`src/rtl/sprite_rom_arbiter.sv`:
```
// sprite_rom_arbiter
//   Shares one single-port, synchronous-read sprite/background ROM among
//   several pixel-path requesters. Requester 0 (background fetch) always
//   wins. The other requesters take turns in round-robin order whenever
//   requester 0 is idle. ROM data comes back tagged to the granted
//   requester one clock after the grant. Low-priority requesters that wait
//   too long are reported through sticky starve flags.
//
// Ports
//   clk        pixel clock
//   rst        asynchronous active-low reset (0 = reset)
//   req        per-requester request, held with a stable address until granted
//   req_addr   packed addresses, requester k at [k*ADDR_BITS +: ADDR_BITS]
//   gnt        one-hot grant, combinational, same cycle as acceptance
//   rom_addr   granted address to the ROM, 0 when idle
//   rom_en     ROM read enable, high when any grant is high
//   rom_data   ROM read data, valid one clock after rom_addr is sampled
//   rsp_valid  registered one-hot response strobe, one cycle after gnt
//   rsp_data   ROM data passed through, meaningful with any rsp_valid bit
//   starve     sticky starvation flags, bit 0 is always 0
//   clr_starve synchronous clear of all starve flags
module sprite_rom_arbiter #(
    parameter int NUM_REQ      = 3,
    parameter int ADDR_BITS    = 13,
    parameter int DATA_BITS    = 6,
    parameter int STARVE_LIMIT = 200
) (
    input  logic                           clk,
    input  logic                           rst,
    input  logic [NUM_REQ-1:0]             req,
    input  logic [NUM_REQ*ADDR_BITS-1:0]   req_addr,
    output logic [NUM_REQ-1:0]             gnt,
    output logic [ADDR_BITS-1:0]           rom_addr,
    output logic                           rom_en,
    input  logic [DATA_BITS-1:0]           rom_data,
    output logic [NUM_REQ-1:0]             rsp_valid,
    output logic [DATA_BITS-1:0]           rsp_data,
    output logic [NUM_REQ-1:0]             starve,
    input  logic                           clr_starve
);

    localparam int         PTR_W = $clog2(NUM_REQ);
    localparam logic [7:0] LIMIT = 8'(STARVE_LIMIT);

    // Round-robin pointer: the first low-priority index to consider.
    logic [PTR_W-1:0]           rr_ptr_q, rr_ptr_d;
    logic [NUM_REQ-1:0]         rsp_valid_q, rsp_valid_d;
    logic [NUM_REQ-1:0]         starve_q, starve_d;
    logic [NUM_REQ-1:1][7:0]    wait_cnt_q, wait_cnt_d;

    logic [PTR_W-1:0]           sel_lo, sel_hi, sel_idx;
    logic                       any_lo, any_hi;
    logic [NUM_REQ-1:0]         gnt_raw;

    // Round-robin search without a wrapping index: sel_hi is the lowest
    // requesting index at or above the pointer, sel_lo the lowest requesting
    // index overall. If nothing sits at/above the pointer the search has
    // wrapped, and sel_lo is the answer.
    always_comb begin
        sel_lo = '0;
        sel_hi = '0;
        any_lo = 1'b0;
        any_hi = 1'b0;
        for (int k = NUM_REQ-1; k >= 1; k--) begin
            if (req[k]) begin
                sel_lo = PTR_W'(k);
                any_lo = 1'b1;
                if (PTR_W'(k) >= rr_ptr_q) begin
                    sel_hi = PTR_W'(k);
                    any_hi = 1'b1;
                end
            end
        end
        sel_idx = any_hi ? sel_hi : sel_lo;
    end

    always_comb begin
        gnt_raw = '0;
        if (req[0]) begin
            gnt_raw[0] = 1'b1;
        end else if (any_lo) begin
            for (int k = 1; k < NUM_REQ; k++) begin
                gnt_raw[k] = (sel_idx == PTR_W'(k));
            end
        end
    end

    // Nothing is granted while reset is asserted.
    assign gnt    = rst ? gnt_raw : '0;
    assign rom_en = |gnt;

    always_comb begin
        rom_addr = '0;
        for (int k = 0; k < NUM_REQ; k++) begin
            if (gnt[k]) begin
                rom_addr = req_addr[k*ADDR_BITS +: ADDR_BITS];
            end
        end
    end

    // Pointer only moves on a low-priority grant; it skips past the winner.
    always_comb begin
        rr_ptr_d = rr_ptr_q;
        if (!req[0] && any_lo) begin
            if (sel_idx == PTR_W'(NUM_REQ-1)) begin
                rr_ptr_d = PTR_W'(1);
            end else begin
                rr_ptr_d = sel_idx + PTR_W'(1);
            end
        end
    end

    assign rsp_valid_d = gnt;

    // Wait counters saturate at the limit; starvation is flagged from the
    // registered count, and a set in the same cycle as clr_starve wins.
    always_comb begin
        wait_cnt_d = '0;
        starve_d   = clr_starve ? '0 : starve_q;
        for (int k = 1; k < NUM_REQ; k++) begin
            if (req[k] && !gnt[k]) begin
                wait_cnt_d[k] = (wait_cnt_q[k] == LIMIT) ? LIMIT
                                                         : wait_cnt_q[k] + 8'd1;
            end
            if (wait_cnt_q[k] == LIMIT) begin
                starve_d[k] = 1'b1;
            end
        end
        starve_d[0] = 1'b0;
    end

    always_ff @(posedge clk or negedge rst) begin
        if (!rst) begin
            rr_ptr_q    <= PTR_W'(1);
            rsp_valid_q <= '0;
            starve_q    <= '0;
            wait_cnt_q  <= '0;
        end else begin
            rr_ptr_q    <= rr_ptr_d;
            rsp_valid_q <= rsp_valid_d;
            starve_q    <= starve_d;
            wait_cnt_q  <= wait_cnt_d;
        end
    end

    assign rsp_valid = rsp_valid_q;
    assign rsp_data  = rom_data;
    assign starve    = starve_q;

    gnt_onehot_a : assert property (@(posedge clk) disable iff (!rst) $onehot0(gnt));

endmodule
```
`config.mk`:
```
export PLATFORM = sky130hd
export DESIGN_NAME = sprite_rom_arbiter
export DESIGN_NICKNAME = d
export VERILOG_FILES = /design/src/rtl/sprite_rom_arbiter.sv
export SDC_FILE = /design/constraint.sdc
export NUM_CORES = 1
export LEC_CHECK = 0
export ABC_AREA = 1
export BUFFER_PORTS_ARGS = -buffer_cell sky130_fd_sc_hd__buf_2
export CAP_MARGIN = 20
export CORE_MARGIN = 2
export CORE_UTILIZATION = 51
export CTS_BUF_LIST = sky130_fd_sc_hd__clkbuf_4
export DETAILED_ROUTE_END_ITERATION = 8
export HOLD_SLACK_MARGIN = 0.1
export PLACE_DENSITY = 0.91
export SYNTH_ARGS = -nofsm -noshare
export SYNTH_HDL_FRONTEND = slang
export SYNTH_SLANG_ARGS = --single-unit
export TNS_END_PERCENT = 1
```
`constraint.sdc`:
```
create_clock -name clk -period 1.55 [get_ports clk]
set_input_delay 0.0775 -clock clk [delete_from_list [all_inputs] [get_ports clk]]
set_output_delay 0.0775 -clock clk [all_outputs]
set_load 0.02 [all_outputs]
```
* After elaboration in Yosys (flattened, before gate mapping)
Cells that the tools add are included.
Word-level totals: word-level logic and storage cells 52, register bits 23, input bits 51
Operators by class: magnitude comparators 2, multiplexer cells 28, add/sub/neg operators 3, equality and inequality tests 4, reductions and logical operators 9
Operators by type and width (number):
- two-way mux 13 bit | 3
- two-way mux 8 bit | 4
- two-way mux 2 bit | 10
- adder 8 x 1 -> 8 bit (second input constant) | 2
- == test 8 bit (second input constant) | 2
- two-way mux 1 bit | 9
- two-way mux 3 bit | 2
- nonzero test 2 bit | 2
- logical AND 1 bit | 3
- zero test 1 bit | 3
- OR reduction 3 bit | 1
- adder 2 x 1 -> 2 bit (second input constant) | 1
- == test 2 x 1 -> 1 bit (second input constant) | 1
- == test 2 bit (second input constant) | 1
- >= comparator 1 x 2 -> 1 bit (first input constant) | 1
- >= comparator 2 bit (first input constant) | 1

* Logic depth before layout (Yosys ltp)
depth in word-level cells 13, mapped depth 8, depth with buffers taken out 8

* Worst setup path before layout
Ideal clock, no wire load.
kind flip-flop to output port, start point register rr_ptr_q[0], end point output port rom_addr[10], data required time 1.472 ns, setup slack 0.368 ns, arrival 1.104 ns, stages on the path, launching flop included 7, path through dfstp_2 -> inv_1 -> nand3_4 -> nand2_4 -> buf_6 -> nand4_1 -> nand3_1
Between the ends: word-level cells in the longest chain between the ends 12
Ends and longest elaborated chain:
- start, declared | RTL line 46 | logic [PTR_W-1:0] rr_ptr_q, rr_ptr_d;
- start signal, assigned | RTL line 139 | rr_ptr_q <= rr_ptr_d;
- >= comparator 2 bit | RTL line 68 | if (PTR_W'(k) >= rr_ptr_q) begin
- two-way mux 1 bit or two-way mux 2 bit (tied branches) | RTL line 68
- two-way mux 1 bit or two-way mux 2 bit (tied branches) | RTL line 65 | if (req[k]) begin
- two-way mux 1 bit or two-way mux 2 bit (tied branches) | RTL line 68
- two-way mux 1 bit or two-way mux 2 bit (tied branches) | RTL line 65
- two-way mux 2 bit (*) | RTL line 74 | sel_idx = any_hi ? sel_hi : sel_lo;
- == test 2 x 1 -> 1 bit | RTL line 83 | gnt_raw[k] = (sel_idx == PTR_W'(k));
- two-way mux 2 bit (*) | RTL line 81 | end else if (any_lo) begin
- two-way mux 2 bit (*) | RTL line 79 | if (req[0]) begin
- two-way mux 3 bit (*) | RTL line 89 | assign gnt = rst ? gnt_raw : '0;
- two-way mux 13 bit | RTL line 95 | if (gnt[k]) begin
- two-way mux 13 bit (*) | RTL line 95
- end, declared | RTL line 33 | output logic [ADDR_BITS-1:0] rom_addr,
Mark *: on every way between the ends. The rest lies on a longest branch, timed or not.

* Final worst setup path
start point register rr_ptr_q[0], end point output port rom_addr[11]
Same word-level chain as after synthesis.

==> impl_metrics.xml <==
<?xml version="1.0" encoding="UTF-8"?>
<metrics>
  <group name="status">
    <metric name="run_status" unit="">finished with violations</metric>
    <metric name="violations" unit="">setup timing</metric>
  </group>
  <group name="clock_tree">
    <metric name="clk_latency" unit="ns">0.30</metric>
    <metric name="clock_sink_count" unit="">23</metric>
    <metric name="maximum_buffer_depth_of_the_clock_tree" unit="">2</metric>
    <metric name="clkTransAtPathRegs" unit="ns">0.13</metric>
    <metric name="tritoncts" unit="">built</metric>
    <metric name="cts_htree_levels" unit="">1</metric>
    <metric name="cts_inserted_buffers" unit="">3</metric>
    <metric name="cts_root_buf" unit="">sky130_fd_sc_hd__clkbuf_4</metric>
  </group>
  <group name="setup_path">
    <metric name="timing.critical_path.slowest_stage_cell" unit="">sky130_fd_sc_hd__dfstp_2</metric>
    <metric name="worst_path_dominant_cell_family" unit="">flip-flops</metric>
    <metric name="cp.buffers_inverters" unit="">3</metric>
    <metric name="cp_cell_sequence" unit="">inv_2, nand3_4, buf_12, nand4_1, nand3_1, buf_6</metric>
    <metric name="worst-path-max-fanout" unit="">10</metric>
    <metric name="endpoint_kind" unit="">output port</metric>
    <metric name="worst_ep_required_time" unit="ns">1.47</metric>
    <metric name="max_stage_delay" unit="ns">0.57</metric>
    <metric name="startpoint_kind_of_the_worst_setup_timing_path" unit="">register</metric>
    <metric name="worst-endpoint-arrival" unit="ns">1.51</metric>
    <metric name="timing.setup.critical_path_class" unit="">reg2out</metric>
  </group>
  <group name="yosys">
    <metric name="synth-seq-area-share" unit="%">36.1</metric>
    <metric name="syn-num-nets" unit="">261</metric>
    <metric name="synth.distinct_cells" unit="">30</metric>
    <metric name="synthesis.instances" unit="">206</metric>
    <metric name="count_of_state_elements_after_synthesis" unit="">23</metric>
    <metric name="yosys-top-cells-area" unit="">sky130_fd_sc_hd__dfrtp_1, sky130_fd_sc_hd__nand4_1, sky130_fd_sc_hd__nand2_1</metric>
    <metric name="synthDominantCellAreaShare" unit="%">34.4</metric>
    <metric name="top_cell_type_by_total_area_after_synthesis" unit="">sky130_fd_sc_hd__dfrtp_1</metric>
    <metric name="synth-warning-count" unit="">0</metric>
    <metric name="synth.avg_cell_area" unit="um2">7.76</metric>
    <metric name="netlist_area_before_placement" unit="mm2">0.00160</metric>
  </group>
  <group name="detailed_routing">
    <metric name="routed-via-count" unit="">1644</metric>
    <metric name="detail_route.iter0.violations" unit="">65</metric>
    <metric name="routed_wire_length_per_instance" unit="um">12.9</metric>
    <metric name="detailedRoute.firstPassIterationCount" unit="">4</metric>
    <metric name="drcViolationCount" unit="">0</metric>
    <metric name="antenna_left" unit="">0</metric>
    <metric name="detail_route.wirelength" unit="um">4020</metric>
    <metric name="post_drt_via_cell_ratio" unit="">5.25</metric>
  </group>
  <group name="sta">
    <metric name="final.setup_skew" unit="ns">0.00241</metric>
    <metric name="timing.final.crit_period" unit="ns">1.59</metric>
    <metric name="portion_of_the_clock_cycle_consumed_by_the_worst_path_in_the_final_layout" unit="%">102</metric>
    <metric name="post-route-worst-setup-slack" unit="ns">-0.0379</metric>
    <metric name="report.final.hold_viol_count" unit="">0</metric>
    <metric name="max_freq" unit="GHz">0.630</metric>
    <metric name="setup_repair_after_global_routing_missed_its_margin" unit="">yes</metric>
    <metric name="final-setup-viol-count" unit="">15</metric>
    <metric name="slew_viol_final" unit="">0</metric>
  </group>
  <group name="place">
    <metric name="dp.final_hpwl" unit="um">2790</metric>
    <metric name="post_dp_cell_area" unit="mm2">0.00186</metric>
    <metric name="gp_congestion" unit="">0.805</metric>
    <metric name="numPortBuffers" unit="">66</metric>
  </group>
  <group name="floorplan">
    <metric name="initial_core_util" unit="%">52.8</metric>
    <metric name="rows" unit="">20</metric>
    <metric name="die_y" unit="um">60.0</metric>
    <metric name="boundaryPins" unit="">80</metric>
    <metric name="die_area" unit="mm2">0.00360</metric>
    <metric name="placeable_area" unit="mm2">0.00303</metric>
    <metric name="fp.dieW" unit="um">60.0</metric>
  </group>
  <group name="power_and_ir_drop">
    <metric name="powerDensity" unit="mW/mm2">637</metric>
    <metric name="power_leakage" unit="uW">0.00104</metric>
    <metric name="peakVddDrop" unit="mV">0.400</metric>
    <metric name="fin_total_pwr" unit="uW">1330</metric>
  </group>
  <group name="final_layout">
    <metric name="final_layout_size_suffix_gt1_share" unit="%">35.7</metric>
    <metric name="layout.nets" unit="">325</metric>
    <metric name="finish.instance_area" unit="mm2">0.00209</metric>
    <metric name="antenna_cells" unit="">0</metric>
    <metric name="syn_to_final_growth" unit="%">30.5</metric>
    <metric name="fillCellCount" unit="">218</metric>
  </group>
  <group name="global_route">
    <metric name="grt_antenna_before_repair" unit="">0</metric>
    <metric name="global_route_wire_length_before_repair" unit="um">6280</metric>
    <metric name="grt_pass1_vias" unit="">1529</metric>
    <metric name="gr-total-overflow" unit="">0</metric>
    <metric name="grt_usage" unit="%">22.6</metric>
    <metric name="grt_max_degree" unit="">31</metric>
  </group>
  <group name="worst_hold_path">
    <metric name="min_path_type" unit="">in2out</metric>
  </group>
  <group name="job">
    <metric name="drv.max_cap_violation_count" unit="">0</metric>
  </group>
</metrics>
[path summary, 6_finish.rpt]
| kind | cells past startpoint | slack, ns | to | start |
|---|---|---|---|---|
| setup / recovery | 6 | -0.04 | rom_addr[11] | rr_ptr_q[0]$_DFFE_PN1P_ |
| hold / removal | 0 | 0.16 | rsp_data[0] | rom_data[0] |
| setup reg to reg | 6 | 0.25 | wait_cnt_q[4]$_DFF_PN0_ | rr_ptr_q[0]$_DFFE_PN1P_ |
| hold reg to reg | 2 | 0.54 | starve[2]$_DFFE_PN0P_ | starve[2]$_DFFE_PN0P_ |
| max in group asynchronous | 3 | 0.95 | rr_ptr_q[0]$_DFFE_PN1P_ | rst |
| min in group asynchronous | 3 | 0.30 | rsp_valid[1]$_DFF_PN0_ | rst |
[power breakdown]
group / switching (uW) / leakage, uW / internal, uW / total [uW]
Combinational: 225 / 0.000719 / 177 / 402
Clock: 185 / 0.0000139 / 98.1 / 283
Sequential: 20.5 / 0.000310 / 625 / 646
Total: 430 / 0.00104 / 900 / 1330
[cells by family after synthesis]
| kind of cell | count (synthesis) | share of synthesized area, % |
|---|---|---|
| buffers and inverters | 34 | 13.2 |
| AND/OR/NAND/NOR | 132 | 42.4 |
| other | 1 | 0.235 |
| adder cells (fa/ha/maj) | 4 | 3.13 |
| XOR/XNOR | 3 | 1.64 |
| flip-flops | 23 | 36.1 |
| AO/OA/AOI/OAI | 9 | 3.29 |
[per-layer routing]
metal  part of all wire [%]  GRT usage [%]  vias to the layer above
li1                       -              -                      810
met1                     43           29.1                      768
met2                     51           40.4                       60
met3                    5.2           1.73                        6
met4                    1.0           6.03                        0
met5                      0              0                        -
[per-stage QoR]
stage / setup slack, ns / util [%] / hold slack [ns] / std cells / setup TNS, ns
after floorplan: 0.368 / - / -0.218 / 206 / 0
after global placement: 0.252 / 61.4 / 0.0993 / 303 / 0
after detailed placement: 0.239 / 61.4 / 0.103 / 303 / 0
after CTS: -0.0144 / 67.6 / 0.155 / 312 / -0.0570
after global routing: -0.130 / 68.9 / 0.155 / 313 / -1.74
final: -0.0379 / 68.9 / 0.155 / 313 / -0.340
[synth_stat cells, drive strengths merged]
master  instances
conb            1
xor2            1
buf            12
a21oi           3
inv            19
dfstp           1
nand4          28
nor2           25
o21bai          2
nand3b          2
o21ai           3
nor3            2
o21a            1
or2             2
nand3          23
ha              4
clkbuf          3
dfrtp          22
nand2          50
xnor2           2
[layout make-up]
cell class | count | area [um2] | area share [%]
Multi-Input combinational cell | 149 | 852 | 40.8
Sequential cell | 23 | 577 | 27.6
Timing Repair Buffer | 74 | 502 | 24.0
Inverter | 19 | 71.3 | 3.42
Tap cell | 44 | 55.1 | 2.64
Clock buffer | 3 | 22.5 | 1.08
Clock inverter | 1 | 7.51 | 0.360
[flip-flops by register name, summed over array words and instances (netlist names)]
register,count
rr_ptr_q,2
rsp_valid,3
starve,2
wait_cnt_q,16
[worst reg2reg max path, cell delays in order (launching register included)]
cell and delay (ns):
sky130_fd_sc_hd__dfstp_2 0.57, sky130_fd_sc_hd__inv_2 0.04, sky130_fd_sc_hd__nand3_4 0.12, sky130_fd_sc_hd__buf_12 0.13
sky130_fd_sc_hd__nand3_2 0.08, sky130_fd_sc_hd__nand2_2 0.17, sky130_fd_sc_hd__nor2_1 0.08
[repair_timing]
action / CTS / global route
pin swaps: 6 / 6
setup buffers: 2 / 1
setup endpoints to repair: 15 / 16
hold buffers: 3 / 0
endpoints found under the hold margin: 32 / 0
resized for setup: 26 / 8
[cells in the final DEF (no fill, tap or decap), types with 3 or more instances in the layout]
cell / Yosys / routed
sky130_fd_sc_hd__inv_2: 2 / 3
sky130_fd_sc_hd__clkbuf_4: 0 / 3
sky130_fd_sc_hd__nor2_1: 22 / 22
sky130_fd_sc_hd__dfrtp_1: 22 / 22
sky130_fd_sc_hd__nand3_1: 20 / 15
sky130_fd_sc_hd__a21oi_1: 3 / 3
sky130_fd_sc_hd__nand3_2: 2 / 6
sky130_fd_sc_hd__ha_1: 4 / 4
sky130_fd_sc_hd__inv_1: 17 / 16
sky130_fd_sc_hd__buf_2: 0 / 51
sky130_fd_sc_hd__nand4_1: 28 / 28
sky130_fd_sc_hd__buf_4: 7 / 7
sky130_fd_sc_hd__nand2_1: 46 / 46
sky130_fd_sc_hd__buf_6: 5 / 11
sky130_fd_sc_hd__dlygate4sd3_1: 0 / 3
sky130_fd_sc_hd__o21ai_0: 3 / 3
(Power assumes the default switching activity.)
